## src/rtl/mem_port_arbiter_pkg.sv

```systemverilog
// mem_port_arbiter_pkg
//   Shared definitions for the memory data-port arbiter and its UART loader:
//   loader state encoding, length-prefix size and default memory depth.
package mem_port_arbiter_pkg;

  // Loader states; WRITE is the only state in which the loader owns the port.
  typedef enum logic [2:0] {
    ST_IDLE    = 3'd0,
    ST_LEN_LO  = 3'd1,
    ST_LEN_HI  = 3'd2,
    ST_DATA_LO = 3'd3,
    ST_DATA_HI = 3'd4,
    ST_WRITE   = 3'd5,
    ST_DONE    = 3'd6
  } ldr_state_e;

  localparam int LOAD_LEN_BYTES = 2;
  localparam int LEN_WIDTH      = 8 * LOAD_LEN_BYTES;
  localparam int MEM_LEN        = 1024;

  // True while a transfer is in flight (length prefix through last write).
  function automatic logic is_busy_state(input ldr_state_e s);
    logic busy;
    case (s)
      ST_LEN_LO, ST_LEN_HI, ST_DATA_LO, ST_DATA_HI, ST_WRITE: busy = 1'b1;
      default:                                                busy = 1'b0;
    endcase
    return busy;
  endfunction

endpackage

```

## src/rtl/mem_port_arbiter_if.sv

```systemverilog
// mem_port_arbiter_if
//   CPU-side request bus and memory-side data port of the arbiter.
//   master: the CPU/memory environment (drives cpu_*, observes stall and mem_*)
//   slave : the arbiter (observes cpu_*, drives cpu_stall and mem_*)
interface mem_port_arbiter_if #(
  parameter int ADDR_WIDTH = 16,
  parameter int WORD_WIDTH = 16
);
  logic                  cpu_req;
  logic                  cpu_we;
  logic [ADDR_WIDTH-1:0] cpu_addr;
  logic [WORD_WIDTH-1:0] cpu_wdata;
  logic                  cpu_stall;
  logic [ADDR_WIDTH-1:0] mem_addr;
  logic [WORD_WIDTH-1:0] mem_wdata;
  logic                  mem_we;

  modport master (
    output cpu_req, cpu_we, cpu_addr, cpu_wdata,
    input  cpu_stall, mem_addr, mem_wdata, mem_we
  );

  modport slave (
    input  cpu_req, cpu_we, cpu_addr, cpu_wdata,
    output cpu_stall, mem_addr, mem_wdata, mem_we
  );
endinterface

```

## src/rtl/mem_port_arbiter_word_assembler.sv

```systemverilog
// mem_port_arbiter_word_assembler
//   Collects little-endian byte pairs into 16-bit words.
//   Ports: cpu_clk/rst (async active-low), clr restarts at the low-byte phase,
//   byte_en accepts byte_in as the next data byte, word = {hi, lo},
//   word_valid pulses for one cycle right after the high byte is latched.
module mem_port_arbiter_word_assembler (
  input  logic        cpu_clk,
  input  logic        rst,
  input  logic        clr,
  input  logic        byte_en,
  input  logic [7:0]  byte_in,
  output logic [15:0] word,
  output logic        word_valid
);
  logic       phase_q, phase_d;
  logic [7:0] lo_q, lo_d;
  logic [7:0] hi_q, hi_d;
  logic       valid_q, valid_d;

  // Next-state for byte latches and lo/hi phase.
  always_comb begin
    phase_d = phase_q;
    lo_d    = lo_q;
    hi_d    = hi_q;
    valid_d = 1'b0;
    if (clr) begin
      phase_d = 1'b0;
    end else if (byte_en) begin
      if (phase_q) begin
        hi_d    = byte_in;
        phase_d = 1'b0;
        valid_d = 1'b1;
      end else begin
        lo_d    = byte_in;
        phase_d = 1'b1;
      end
    end else begin
      phase_d = phase_q;
    end
  end

  // Byte latch and phase registers.
  always_ff @(posedge cpu_clk or negedge rst) begin
    if (!rst) begin
      phase_q <= 1'b0;
      lo_q    <= 8'h00;
      hi_q    <= 8'h00;
      valid_q <= 1'b0;
    end else begin
      phase_q <= phase_d;
      lo_q    <= lo_d;
      hi_q    <= hi_d;
      valid_q <= valid_d;
    end
  end

  assign word       = {hi_q, lo_q};
  assign word_valid = valid_q;

endmodule

```

## src/rtl/mem_port_arbiter.sv

```systemverilog
// mem_port_arbiter
//   Owns the memory data port and shares it between the CPU load/store path
//   and a UART program loader (length-prefixed little-endian word stream,
//   written from address 0). The loader has fixed priority for its single
//   WRITE cycle; a CPU access in that cycle is stalled and retried.
//   Ports: cpu_clk, rst (async active-low), load_en level, rx_byte/rx_byte_valid
//   from the UART, bus (CPU request + memory port), load_busy, sticky load_done,
//   load_count (words written in current/last transfer).
module mem_port_arbiter #(
  parameter int ADDR_WIDTH = 16,
  parameter int WORD_WIDTH = 16,
  parameter int MEM_LEN    = mem_port_arbiter_pkg::MEM_LEN
) (
  input  logic                  cpu_clk,
  input  logic                  rst,
  input  logic                  load_en,
  input  logic [7:0]            rx_byte,
  input  logic                  rx_byte_valid,
  mem_port_arbiter_if.slave     bus,
  output logic                  load_busy,
  output logic                  load_done,
  output logic [ADDR_WIDTH-1:0] load_count
);
  import mem_port_arbiter_pkg::*;

  ldr_state_e            state_q, state_d;
  logic [LEN_WIDTH-1:0]  len_q, len_d;
  logic [ADDR_WIDTH-1:0] count_q, count_d;
  logic [ADDR_WIDTH-1:0] count_inc_s;
  logic                  done_q, done_d;
  logic                  fin_s;
  logic                  asm_clr_s;
  logic                  asm_en_s;
  logic [15:0]           word_s;
  logic                  word_valid_s;
  logic                  ld_wr_s;

  mem_port_arbiter_word_assembler u_asm (
    .cpu_clk    (cpu_clk),
    .rst        (rst),
    .clr        (asm_clr_s),
    .byte_en    (asm_en_s),
    .byte_in    (rx_byte),
    .word       (word_s),
    .word_valid (word_valid_s)
  );

  // Count saturates instead of wrapping; the address wraps separately.
  assign count_inc_s = (count_q == {ADDR_WIDTH{1'b1}}) ? count_q
                     : count_q + {{(ADDR_WIDTH-1){1'b0}}, 1'b1};
  assign fin_s       = (32'(count_inc_s) == 32'(len_q));
  assign ld_wr_s     = (state_q == ST_WRITE) & word_valid_s;

  // Loader next-state; abort (load_en low) takes priority over any byte.
  always_comb begin
    state_d   = state_q;
    len_d     = len_q;
    count_d   = count_q;
    done_d    = done_q;
    asm_clr_s = 1'b0;
    asm_en_s  = 1'b0;
    case (state_q)
      ST_IDLE: begin
        if (load_en) begin
          state_d   = ST_LEN_LO;
          count_d   = {ADDR_WIDTH{1'b0}};
          done_d    = 1'b0;
          asm_clr_s = 1'b1;
        end else begin
          state_d = ST_IDLE;
        end
      end
      ST_LEN_LO: begin
        if (!load_en) begin
          state_d = ST_IDLE;
        end else if (rx_byte_valid) begin
          len_d[7:0] = rx_byte;
          state_d    = ST_LEN_HI;
        end else begin
          state_d = ST_LEN_LO;
        end
      end
      ST_LEN_HI: begin
        if (!load_en) begin
          state_d = ST_IDLE;
        end else if (rx_byte_valid) begin
          len_d[15:8] = rx_byte;
          if ({rx_byte, len_q[7:0]} == 16'h0000) begin
            state_d = ST_DONE;
            done_d  = 1'b1;
          end else begin
            state_d = ST_DATA_LO;
          end
        end else begin
          state_d = ST_LEN_HI;
        end
      end
      ST_DATA_LO: begin
        if (!load_en) begin
          state_d = ST_IDLE;
        end else if (rx_byte_valid) begin
          asm_en_s = 1'b1;
          state_d  = ST_DATA_HI;
        end else begin
          state_d = ST_DATA_LO;
        end
      end
      ST_DATA_HI: begin
        if (!load_en) begin
          state_d = ST_IDLE;
        end else if (rx_byte_valid) begin
          asm_en_s = 1'b1;
          state_d  = ST_WRITE;
        end else begin
          state_d = ST_DATA_HI;
        end
      end
      ST_WRITE: begin
        // The word goes out this cycle regardless of load_en, so it is counted.
        count_d = count_inc_s;
        if (!load_en) begin
          state_d = ST_IDLE;
        end else if (fin_s) begin
          state_d = ST_DONE;
          done_d  = 1'b1;
        end else if (rx_byte_valid) begin
          // A byte arriving with the write is the next word's low byte.
          asm_en_s = 1'b1;
          state_d  = ST_DATA_HI;
        end else begin
          state_d = ST_DATA_LO;
        end
      end
      ST_DONE: begin
        if (!load_en) begin
          state_d = ST_IDLE;
        end else begin
          state_d = ST_DONE;
        end
      end
      default: begin
        state_d = ST_IDLE;
      end
    endcase
  end

  // Loader state, length, count and sticky done registers.
  always_ff @(posedge cpu_clk or negedge rst) begin
    if (!rst) begin
      state_q <= ST_IDLE;
      len_q   <= {LEN_WIDTH{1'b0}};
      count_q <= {ADDR_WIDTH{1'b0}};
      done_q  <= 1'b0;
    end else begin
      state_q <= state_d;
      len_q   <= len_d;
      count_q <= count_d;
      done_q  <= done_d;
    end
  end

  // Port mux: loader wins its WRITE cycle, CPU is stalled and its store blocked.
  always_comb begin
    bus.cpu_stall = 1'b0;
    bus.mem_addr  = bus.cpu_addr;
    bus.mem_wdata = bus.cpu_wdata;
    bus.mem_we    = bus.cpu_req & bus.cpu_we;
    if (ld_wr_s) begin
      bus.cpu_stall = bus.cpu_req;
      bus.mem_addr  = ADDR_WIDTH'(32'(count_q) % 32'(MEM_LEN));
      bus.mem_wdata = WORD_WIDTH'(word_s);
      bus.mem_we    = 1'b1;
    end else begin
      bus.cpu_stall = 1'b0;
    end
  end

  assign load_busy  = is_busy_state(state_q);
  assign load_done  = done_q;
  assign load_count = count_q;

endmodule

```

## src/flat_wrapper.sv

```systemverilog
// flat-port wrapper written by rule: the top's interface ports become plain ports
module mem_port_arbiter_flat import mem_port_arbiter_pkg::*;
#(
  parameter int ADDR_WIDTH = 16,
  parameter int WORD_WIDTH = 16,
  parameter int MEM_LEN    = mem_port_arbiter_pkg::MEM_LEN
)
  (cpu_clk, rst, load_en, rx_byte, rx_byte_valid, load_busy, load_done, load_count, bus_cpu_req, bus_cpu_we, bus_cpu_addr, bus_cpu_wdata, bus_cpu_stall, bus_mem_addr, bus_mem_wdata, bus_mem_we);
  mem_port_arbiter_if #(.ADDR_WIDTH(ADDR_WIDTH), .WORD_WIDTH(WORD_WIDTH)) bus_i ();
  input  logic cpu_clk;
  input  logic rst;
  input  logic load_en;
  input  logic [7:0] rx_byte;
  input  logic rx_byte_valid;
  output logic load_busy;
  output logic load_done;
  output logic [ADDR_WIDTH-1:0] load_count;
  input wire logic [$bits(bus_i.cpu_req)-1:0] bus_cpu_req;
  input wire logic [$bits(bus_i.cpu_we)-1:0] bus_cpu_we;
  input wire logic [$bits(bus_i.cpu_addr)-1:0] bus_cpu_addr;
  input wire logic [$bits(bus_i.cpu_wdata)-1:0] bus_cpu_wdata;
  output wire logic [$bits(bus_i.cpu_stall)-1:0] bus_cpu_stall;
  output wire logic [$bits(bus_i.mem_addr)-1:0] bus_mem_addr;
  output wire logic [$bits(bus_i.mem_wdata)-1:0] bus_mem_wdata;
  output wire logic [$bits(bus_i.mem_we)-1:0] bus_mem_we;
  assign bus_i.cpu_req = bus_cpu_req;
  assign bus_i.cpu_we = bus_cpu_we;
  assign bus_i.cpu_addr = bus_cpu_addr;
  assign bus_i.cpu_wdata = bus_cpu_wdata;
  assign bus_cpu_stall = bus_i.cpu_stall;
  assign bus_mem_addr = bus_i.mem_addr;
  assign bus_mem_wdata = bus_i.mem_wdata;
  assign bus_mem_we = bus_i.mem_we;
  mem_port_arbiter #(.ADDR_WIDTH(ADDR_WIDTH), .WORD_WIDTH(WORD_WIDTH), .MEM_LEN(MEM_LEN)) u_core (.cpu_clk(cpu_clk), .rst(rst), .load_en(load_en), .rx_byte(rx_byte), .rx_byte_valid(rx_byte_valid), .bus(bus_i), .load_busy(load_busy), .load_done(load_done), .load_count(load_count));
endmodule
```

## config.mk

```make
export PLATFORM = sky130hd
export DESIGN_NAME = mem_port_arbiter_flat
export DESIGN_NICKNAME = d
export VERILOG_FILES = /design/src/rtl/mem_port_arbiter_pkg.sv /design/src/rtl/mem_port_arbiter_if.sv /design/src/rtl/mem_port_arbiter_word_assembler.sv /design/src/rtl/mem_port_arbiter.sv /design/src/flat_wrapper.sv
export SDC_FILE = /design/constraint.sdc
export NUM_CORES = 1
export LEC_CHECK = 0
export BUFFER_PORTS_ARGS = -buffer_cell sky130_fd_sc_hd__buf_2
export CAP_MARGIN = 20
export CORE_MARGIN = 2
export CORE_UTILIZATION = 57
export DETAILED_ROUTE_END_ITERATION = 12
export PLACE_DENSITY = 0.86
export SLEW_MARGIN = 20
export SYNTH_ARGS = -nofsm -noshare
export SYNTH_HDL_FRONTEND = slang
export SYNTH_SLANG_ARGS = --single-unit
```

## constraint.sdc

```tcl
create_clock -name cpu_clk -period 6.75 [get_ports cpu_clk]
set_clock_uncertainty 0.1 [all_clocks]
set_input_delay 0.675 -clock cpu_clk [delete_from_list [all_inputs] [get_ports cpu_clk]]
set_output_delay 0.675 -clock cpu_clk [all_outputs]
set_load 0.01 [all_outputs]
```

Word level (Yosys, flattened, before mapping)
Index checks and enable logic that the tools add are counted.
{"block": "classes", "eq_ne": 14, "multipliers": 0, "n_div": 0, "shift": 0, "order_cmp": 0, "n_bitwise": 4, "n_mux": 42, "n_addsub": 1, "reduce_logical": 13}
{"cell": "$mux 16", "count": 4}
{"cell": "$pmux 16 s2", "count": 1}
{"cell": "$mux 3", "count": 9}
{"cell": "$mux 1", "count": 23}
{"cell": "$pmux 3 s7", "count": 1}
{"cell": "$add 16x1->16 const B", "count": 1}
{"cell": "$eq 16x16->1", "count": 1}
{"cell": "$eq 16x16->1 const B", "count": 1}
{"cell": "$logic_not 16->1", "count": 1}
{"cell": "$reduce_and 3->1", "count": 4}
{"cell": "$eq 3x3->1 const B", "count": 3}
{"cell": "$ne 2x2->1 const B", "count": 4}
{"cell": "$reduce_and 7->1", "count": 1}
{"cell": "$eq 3x2->1 const B", "count": 2}
{"cell": "$reduce_or 5->1", "count": 1}
{"cell": "$mux 2", "count": 2}
{"cell": "$ne 2x1->1 const B", "count": 2}
{"cell": "$reduce_bool 2->1", "count": 2}
{"cell": "$eq 3x1->1 const B", "count": 1}
{"cell": "$logic_not 3->1", "count": 1}
{"cell": "$pmux 1 s3", "count": 1}
{"cell": "$reduce_bool 3->1", "count": 1}
{"cell": "$and 1x1->1", "count": 2}
{"cell": "$not 1->1", "count": 2}
{"cell": "3 further kinds", "count": 3}
{"block": "word_totals", "elab_cells": 83, "register_bits": 54, "out_inout_bits": 52, "mem_bits_rw": 0, "input_bits": 46, "rom_bits": 0, "latchBits": 0, "mem_count": 0}

Logic depth before layout (Yosys ltp)
Gate-level depths: netlist of run 1.
{"block": "depth", "depth_word": 8, "depth_mapped": 10, "ltp_nobuf": 9}

By module
Synthesis of run 1 repeated with hierarchy kept, for this count alone.
{"block": "unflattened", "cells_unflattened": 368, "hier_area_um2": 3478.3}
{"module": "mem_port_arbiter", "area_each_um2": 2801.4, "seq_area_each_um2": 900.9, "instances": 1, "cells_each": 329}
{"module": "mem_port_arbiter_word_assembler", "area_each_um2": 676.9, "seq_area_each_um2": 450.4, "instances": 1, "cells_each": 39}

Least setup slack after synthesis of run 1
OpenSTA, ideal clock, no wires.
{"block": "synth_path", "path_kind": "register to register", "startpoint": "register u_core.count_q[0] (netlist: u_core.load_count[0])", "endpoint": "register u_core.u_asm.hi_q[0]", "arrival_time_ns": 3.040, "t_required_ns": 6.525, "n_path_buf": 0, "path_slack_ns": 3.485, "setup_ns": 0.125, "stages_incl_launch_ff": 10, "synth_period_minus_slack_ns": 3.265, "cell_sequence": "dfrtp_1 -> ha_1 -> nand3_4 -> or4_4 -> a41o_1 -> a222oi_1 -> nand4_1 -> o31ai_4 -> a211oi_4 -> mux2_4"}
{"block": "synth_via", "elab_chain_len": 7, "word_cells_on_any_way": 8, "classes_between": "add/sub: 1; eq/ne: 2; mux: 4; reduce/logical: 1"}
{"item": "from (decl)", "line_no": "mem_port_arbiter.sv:28", "text": "logic [ADDR_WIDTH-1:0] count_q, count_d;"}
{"item": "from (signal assigned)", "line_no": "mem_port_arbiter.sv:152", "text": "count_q <= {ADDR_WIDTH{1'b0}};"}
{"item": "from (signal assigned)", "line_no": "mem_port_arbiter.sv:157", "text": "count_q <= count_d;"}
{"item": "$add 16x1->16 / $eq 16x16->1 (equally long branches)", "line_no": "mem_port_arbiter.sv:50, mem_port_arbiter.sv:49"}
{"item": "$mux 16 *", "line_no": "mem_port_arbiter.sv:49", "text": "assign count_inc_s = (count_q == {ADDR_WIDTH{1'b1}}) ? count_q"}
{"item": "$eq 16x16->1 *", "line_no": "mem_port_arbiter.sv:51", "text": "assign fin_s = (32'(count_inc_s) == 32'(len_q));"}
{"item": "$mux 1 *", "line_no": "mem_port_arbiter.sv:123", "text": "end else if (fin_s) begin"}
{"item": "$mux 1 *", "line_no": "mem_port_arbiter.sv:121", "text": "if (!load_en) begin"}
{"item": "$pmux 1 s2 *", "line_no": "mem_port_arbiter.sv:62", "text": "case (state_q)"}
{"item": "$reduce_and 3->1 (no source line) *"}
{"item": "to (signal assigned)", "line_no": "mem_port_arbiter_word_assembler.sv:52", "text": "hi_q <= hi_d;"}
{"item": "to (decl)", "line_no": "mem_port_arbiter_word_assembler.sv:17", "text": "logic [7:0] hi_q, hi_d;"}
Mark *: on every way between the ends. The rest lies on a longest branch, timed or not.
A chain may end at the register's enable or synchronous reset.

Final worst setup path of run 1
{"block": "layout_path", "startpoint": "register u_core.count_q[4] (netlist: u_core.load_count[4])", "endpoint": "register u_core.u_asm.hi_q[2]"}
The elaborated chain is that of the path after synthesis.

==> results of run 1 <==
==> logic make-up (layout without fill, tap and decap cells) <==
kind of cell	Yosys count	in the layout	synth area share (%)
simple gates	115	115	18.5
compound gates	68	68	13.3
mux	63	63	20.9
flops	54	54	38.7
buf+inv	27	116	3.41
xor+xnor	19	19	4.77
fa+ha+maj	1	1	0.359
==> per-layer routing <==
layer	share of wire [%]	GRT usage, %	vias up
met5	0	0	-
met4	1.4	6.00	0
met3	6.2	3.26	9
met2	50	45.8	121
met1	43	39.5	1506
li1	-	-	1459
==> area by class of cell <==
class / count / area, um^2 / share of cell area, %
inverters: 7 / 26.3 / 0.638
clock buffers: 6 / 72.6 / 1.76
multi-input cells: 266 / 2020 / 49.1
repair buffers: 101 / 515 / 12.5
flip-flops and latches: 54 / 1350 / 32.8
clock inverters: 2 / 37.5 / 0.912
well taps: 75 / 93.8 / 2.28
==> sequential cells by signal, indices dropped and copies added, names as in the netlist <==
signal	count
u_core.len_q	16
u_core.load_count	16
u_core.load_done	1
u_core.state_q	3
u_core.u_asm.hi_q	8
u_core.u_asm.lo_q	8
u_core.u_asm.phase_q	1
u_core.u_asm.word_valid	1
==> placed cells by master, fill, tap and decap left out, drive strengths merged, types with 8 or more instances in the layout <==
cell type / instances
o21ai: 25
mux2: 56
nand4: 10
nor3: 9
xor2: 11
xnor2: 8
dfrtp: 54
nor2: 16
nor4: 13
buf: 101
nand3: 10
nand2: 27
a21oi: 14
==> worst max path at each step <==
stage                              start                   end  slack (ps)  depth (start not counted)
floorplan           u_core.load_count[0]  u_core.u_asm.hi_q[0]        3480                          9
finish              u_core.load_count[4]  u_core.u_asm.hi_q[2]        3010                          8
CTS                    u_core.state_q[2]      bus_mem_wdata[5]        2750                          5
global placement    u_core.load_count[4]  u_core.u_asm.hi_q[7]        3060                          8
global route        u_core.load_count[4]  u_core.u_asm.hi_q[3]        2810                          8
detailed placement  u_core.load_count[0]  u_core.u_asm.hi_q[3]        3060                          9
==> power breakdown <==
group          switching (mW)  leakage (nW)  internal [mW]  total, mW
sequential             0.0518         0.706          0.384      0.436
clock                   0.108        0.0514          0.111      0.218
combinational          0.0878          1.11          0.105      0.192
total                   0.247          1.87          0.599      0.847
==> metrics by stage <==
| step | setup WS, ps | total power [mW] |
|---|---|---|
| CTS | 2750 | 0.851 |
| detailed placement | 3060 | 0.632 |
| finish | 3010 | 0.847 |
| floorplan | 3480 | 0.560 |
| global route | 2810 | 0.891 |
| global placement | 3060 | 0.619 |
==> worst max-delay path, cell delays in order (launching register included) <==
cell	delay, ps
sky130_fd_sc_hd__dfrtp_1	600
sky130_fd_sc_hd__nand3_1	410
sky130_fd_sc_hd__nor4_2	640
sky130_fd_sc_hd__xor2_1	150
sky130_fd_sc_hd__a222oi_1	420
sky130_fd_sc_hd__nand4_1	290
sky130_fd_sc_hd__o31ai_4	440
sky130_fd_sc_hd__a211oi_4	230
sky130_fd_sc_hd__mux2_4	350
==> summary by stage, run 1 <==
Clock tree
The number of buffers on the longest clock path is 2. Clock tree synthesis inserted a total of 5 buffers. The number of gates resized after cts is 0.

The latest clock arrival within the worst-skew pair is 300 ps. The root buffer cell chosen for the clock tree is sky130_fd_sc_hd__clkbuf_8. TritonCTS built the clock tree.

The H-tree generated during clock tree synthesis spans 2 levels. The sink count of the clock tree is 54. The number of buffers inserted to repair setup after CTS is 0.

After clock tree synthesis, the clock-pin slew on the worst setup and hold paths is 100 ps. Buffers inserted to repair hold after CTS numbered 0.

Floorplan
The overall die width is 82.2 um. The floorplan step defined a die boundary enclosing 6760 um^2. The die is 82.2 um tall. The floorplan has 28 rows. The starting density of the core is between 50% and 60%. The I/O pin total is between 90 and 100. The floorplan step defined a core boundary enclosing 5920 um^2.

Timing
The final count of hold timing violations came to 0. Setup repair after global routing left no endpoint under its margin. The max-slew violation count is 0. The actual transition at the worst max-transition pin is between 700 and 800 ps. Hold timing on the final database bottoms out at a slack of 382 ps. The smallest clock period supported by the final layout is computed as 3740 ps. The final-report setup violation count is 0. The post-route setup TNS is 0 ps. The portion of the clock cycle consumed by the worst path in the final layout is between 50% and 60%. Based on the critical path, the design can be clocked at up to 267 MHz. The max-slew headroom at the worst pin is 50.1%.

Status
The run finished with clean final reports.

Synth
The most frequently used flop master after synthesis is sky130_fd_sc_hd__dfrtp_1. The Yosys step of the flow raised 0 warnings. The area share of the leading cell type in the synthesized netlist is 38.7%. The post-synthesis async set-or-reset flop share is 100%. The number of enable-type register cells in the synthesized netlist is 0. When the netlist entered floorplanning its net count stood at between 300 and 400. In the post-synthesis netlist, the biggest area contributors are sky130_fd_sc_hd__dfrtp_1 39%, sky130_fd_sc_hd__mux2_2 15%, sky130_fd_sc_hd__o21ai_0 3.6%. The commonest cells after synthesis are 54 x sky130_fd_sc_hd__dfrtp_1, 48 x sky130_fd_sc_hd__mux2_2, 26 x sky130_fd_sc_hd__nand2_1. Of all cell types, the one taking the most synthesized area is sky130_fd_sc_hd__dfrtp_1. The number of different library cells used by synthesis comes to 53. Each instance of the synthesized netlist takes up on average 10.1 um^2. Counting every instance in the synthesized netlist gives approximately 350. The sequential-to-total area share from yosys stat is 38.7%. The number of storage elements in the synthesis netlist is 54. The cell with the most instances after synthesis is sky130_fd_sc_hd__dfrtp_1.

In this run the cell area of the synthesized design comes to 3490 um^2.

Final layout
The final core utilization is 69.5%. With fillers left out, the area of the finished cells amounts to 4120 um^2. From synthesis to final layout, the design area changed by 18.0%.

0 antenna diodes ended up in the layout. The final layout contains 482 nets. In the final layout, the share of cells above drive strength 1 is 40.6%.

The number of fill cells in the layout is approximately 470. For this run, the number of standard cells in the final layout without fillers is 511.

Critical path
The worst setup path is captured at a flop. The critical path is of the reg -> reg type. The highest net fanout along the worst path is 12. STA puts the critical path data arrival time at 3840 ps. Measured in cells, the most critical reg-to-reg path has a length of 8.

For the worst setup path, the data required time is between 6000 and 7000 ps. The worst register-to-register path has a setup slack of 3010 ps. The element type at the critical path start is a flop. The worst register-to-register path begins at u_core.load_count[4].

The endpoint identified for the worst register-to-register timing path is u_core.u_asm.hi_q[2].

Place
The placed instances occupy a cell area of 4010 um^2. The final RePlAce weighted congestion is 0.964. During placement, the flow inserted port buffers numbering 97. Detailed placement ended at an HPWL of approximately 6.6 mm.

The number of placed instances, taps included, is 503.

Route
The number of remaining DRC errors is 0. The first-pass iteration count of the detailed router is 5. The routed via count is 3095. The antenna violation net count after detailed routing is 0. Wires add up to 9.07 mm. After detailed routing, the number of vias per cell comes to 6.06.

The detail-routed net length per standard cell is 17.8 um. The first routing iteration left 172 violations.

GRT
The pin count of the biggest net entering global routing is 55. The number of antenna violations at the first check in global routing is 0. In the global route stage, overall resource usage came out at 27.8%. The number of global-route vias before repair is 2799.

The global-route wire length before repair is 14.4 mm. After global routing the overflow that remains totals 0.

Worst hold path
In this run the worst hold path is classified as in -> async.

Job
Across the run, the number of max-cap violations was 0.

Power
The analysis attributes to cell leakage a power of 1.87 nW. The worst-case IR drop observed on VDD is 0.173 mV. Power spread over the standard cell area amounts to 206 nW/um^2.
Power figures use the tool's default switching activity.
==> inputs of run 2 (changes only) <==
--- a/config.mk
+++ b/config.mk
@@ -8,9 +8,9 @@
 export BUFFER_PORTS_ARGS = -buffer_cell sky130_fd_sc_hd__buf_2
 export CAP_MARGIN = 20
 export CORE_MARGIN = 2
-export CORE_UTILIZATION = 57
+export CORE_UTILIZATION = 53
 export DETAILED_ROUTE_END_ITERATION = 12
-export PLACE_DENSITY = 0.86
+export PLACE_DENSITY = 0.81
 export SLEW_MARGIN = 20
 export SYNTH_ARGS = -nofsm -noshare
 export SYNTH_HDL_FRONTEND = slang
==> constraint.sdc (replaced) <==
create_clock -name cpu_clk -period 3.8 [get_ports cpu_clk]
set_clock_uncertainty 0.1 [all_clocks]
set_input_delay 0.38 -clock cpu_clk [delete_from_list [all_inputs] [get_ports cpu_clk]]
set_output_delay 0.38 -clock cpu_clk [all_outputs]
set_load 0.01 [all_outputs]
==> summary by stage, run 2 (synthesis gave the netlist of run 1 again) <==
Status
Outcome: completed (unchanged).

Timing
The actual transition at the worst max-transition pin is 803 ps (was 745 ps). The max-slew violation count is 0 (unchanged). The portion of the clock cycle consumed by the worst path in the final layout is 94.0% (was 55.4%). The final count of hold timing violations is 0 (unchanged). The final-report setup violation count came to 0 (unchanged). RSZ-0062 raised after global routing: false (unchanged). The maximum clock frequency is 280 MHz (was 267 MHz). The max-slew headroom at the worst pin is 46.4% (was 50.1%).

The post-route setup TNS was 0 ps (unchanged). The shortest period the worst path allows came to 3570 ps (was 3740 ps).

Clock tree
The number of gates resized after cts is 0 (unchanged). The number of buffers on the longest clock path came to 2 (unchanged). The clock buffer count from CTS is 5 (unchanged). The clock-pin slew on the worst setup and hold paths is 110 ps (was 100 ps). The number of buffers inserted to repair setup after CTS is 0 (unchanged). The latest clock arrival within the worst-skew pair was 310 ps (was 300 ps). The buffer cell driving the clock tree root is sky130_fd_sc_hd__clkbuf_8 (unchanged). The sink count of the clock tree is 54 (unchanged). The H-tree depth is 2 (unchanged).

The CTS tree is yes (unchanged).

Place
The placed instance area came to 4080 um^2 (was 4010 um^2). The final RePlAce weighted congestion is 1.00 (was 0.964). The detailed placement HPWL is 6.88 mm (was 6.65 mm).

The number of buffers added on ports was 97 (unchanged).

Floorplan
The starting density of the core is 54.9% (was 58.9%). The number of rows created at floorplan is 29 (was 28). The die footprint is 7250 um^2 (was 6760 um^2). The overall die width came to 85.1 um (was 82.2 um). The standard cell core area is 6350 um^2 (was 5920 um^2).

The die boundary height came to 85.1 um (was 82.2 um). The I/O pin total is 98 (unchanged).

Route
The number of vias per cell after detailed routing came to 5.93 (was 6.06). The routed via count was 3100 (was 3095). The number of remaining DRC errors is 0 (unchanged).

The initial detailed-routing violation count is 203 (was 172). The first-pass iteration count of the detailed router was 4 (was 5). The antenna violation net count after detailed routing is 0 (unchanged).

The detail-routed net length per standard cell came to 17.5 um (was 17.8 um). The total wire length after detailed routing is 9.16 mm (was 9.07 mm).

GRT
The global-route wire length before repair is 15.1 mm (was 14.4 mm). The pin count of the biggest net entering global routing is 38 (was 55). The number of global-route vias before repair came to 2999 (was 2799). The number of antenna violations at the first check in global routing came to 0 (unchanged).

The global-route usage over all layers is 25.8% (was 27.8%). The overflow left after global routing came to 0 (unchanged).

Final layout
The most common cell after layout, fill and taps aside is sky130_fd_sc_hd__buf_2 (unchanged). The layout cell share with drive strength beyond 1 is 41.7% (was 40.6%). The final design instance area without fill is 4180 um^2 (was 4120 um^2). The net count reported at finish is 492 (was 482). The layout overhead on the synthesized area is 19.9% (was 18.0%).

Leading cell types in the layout, fill and taps excluded: 97 x sky130_fd_sc_hd__buf_2, 54 x sky130_fd_sc_hd__dfrtp_1, 48 x sky130_fd_sc_hd__mux2_2, 26 x sky130_fd_sc_hd__nand2_1, 25 x sky130_fd_sc_hd__o21ai_0 (was 97 x sky130_fd_sc_hd__buf_2, 54 x sky130_fd_sc_hd__dfrtp_1, 48 x sky130_fd_sc_hd__mux2_2, 25 x sky130_fd_sc_hd__nand2_1, 25 x sky130_fd_sc_hd__o21ai_0). The antenna diode count is 0 (unchanged).

Power
The total power of the final layout was 1.46 mW (was 0.847 mW). The maximum ir drop on the vdd rail is 0.268 mV (was 0.173 mV). The ratio of total power to cell area is 349 nW/um^2 (was 206 nW/um^2). The leakage component of the power is 1.91 nW (was 1.87 nW).

Critical path
The class of the most critical setup path is reg -> reg (unchanged). The signal arrival time at the worst endpoint was 3680 ps (was 3840 ps). The element type at the critical path start is a flop (unchanged). The highest net fanout along the worst path is 9 (was 12). The category of the worst setup path capture point is a flop (unchanged). The data required time of the worst path is 3910 ps (was 6850 ps).

Job
The max capacitance violation total is 0 (unchanged).

Worst hold path
The path class of the lowest-slack min-delay path is in -> reg (was in -> async).
==> run 2: final timing paths <==
check	from	end	slack [ps]	depth (start not counted)
min in group asynchronous	rst	u_core.load_count[9]	420	2
setup reg to reg	u_core.load_count[0]	u_core.u_asm.hi_q[4]	230	9
max in group asynchronous	rst	u_core.u_asm.phase_q	2360	3
setup / recovery	u_core.load_count[0]	u_core.u_asm.hi_q[4]	230	9
hold reg to reg	u_core.u_asm.lo_q[4]	u_core.u_asm.lo_q[4]	430	1
hold / removal	load_en	u_core.state_q[1]	230	3
==> run 2: repair_timing <==
item	in CTS	in global routing
endpoints found under the hold margin	17	0
endpoints found under the setup margin	0	0
hold buffers	1	0
==> run 2: layout make-up <==
cell class | instances | area, um^2
clock buffer | 5 | 68.8
clock inverter | 3 | 28.8
fill | 534 | 2170
inverter | 7 | 26.3
multi-input combinational | 266 | 2020
sequential | 54 | 1350
tap | 77 | 96.3
timing repair buffer | 111 | 593
==> run 2: report_power, final <==
group | leakage (nW) | total, mW | switching (mW) | internal [mW]
clock | 0.0502 | 0.343 | 0.206 | 0.137
sequential | 0.706 | 0.775 | 0.0932 | 0.682
combinational | 1.16 | 0.343 | 0.156 | 0.187
==> run 2: critical path: stages, from the launching register on <==
cell	delay, ps
sky130_fd_sc_hd__dfrtp_1	500
sky130_fd_sc_hd__ha_1	330
sky130_fd_sc_hd__nand3_4	150
sky130_fd_sc_hd__or4_4	560
sky130_fd_sc_hd__a41o_1	240
sky130_fd_sc_hd__a222oi_1	290
sky130_fd_sc_hd__nand4_1	270
sky130_fd_sc_hd__o31ai_4	440
sky130_fd_sc_hd__a211oi_4	220
sky130_fd_sc_hd__mux2_4	350
==> run 2: routing by layer <==
layer	vias to the layer above	GRT usage [%]	wire length, um
met4	0	8.08	160
met2	95	42.6	4610
met1	1518	34.8	3970
met5	-	0	0
met3	12	4.28	424
li1	1475	-	-
==> run 2: per-stage QoR <==
step | util, % | instances | setup WS, ps | hold WS, ps
after detailed placement | 64.2 | 514 | 273 | 243
after CTS | 65.9 | 523 | 243 | 232
after global placement | 64.2 | 514 | 376 | 236
final | 65.9 | 523 | 230 | 233
after floorplan | - | 347 | 535 | -15.6
after global routing | 65.9 | 523 | 8.79 | 260
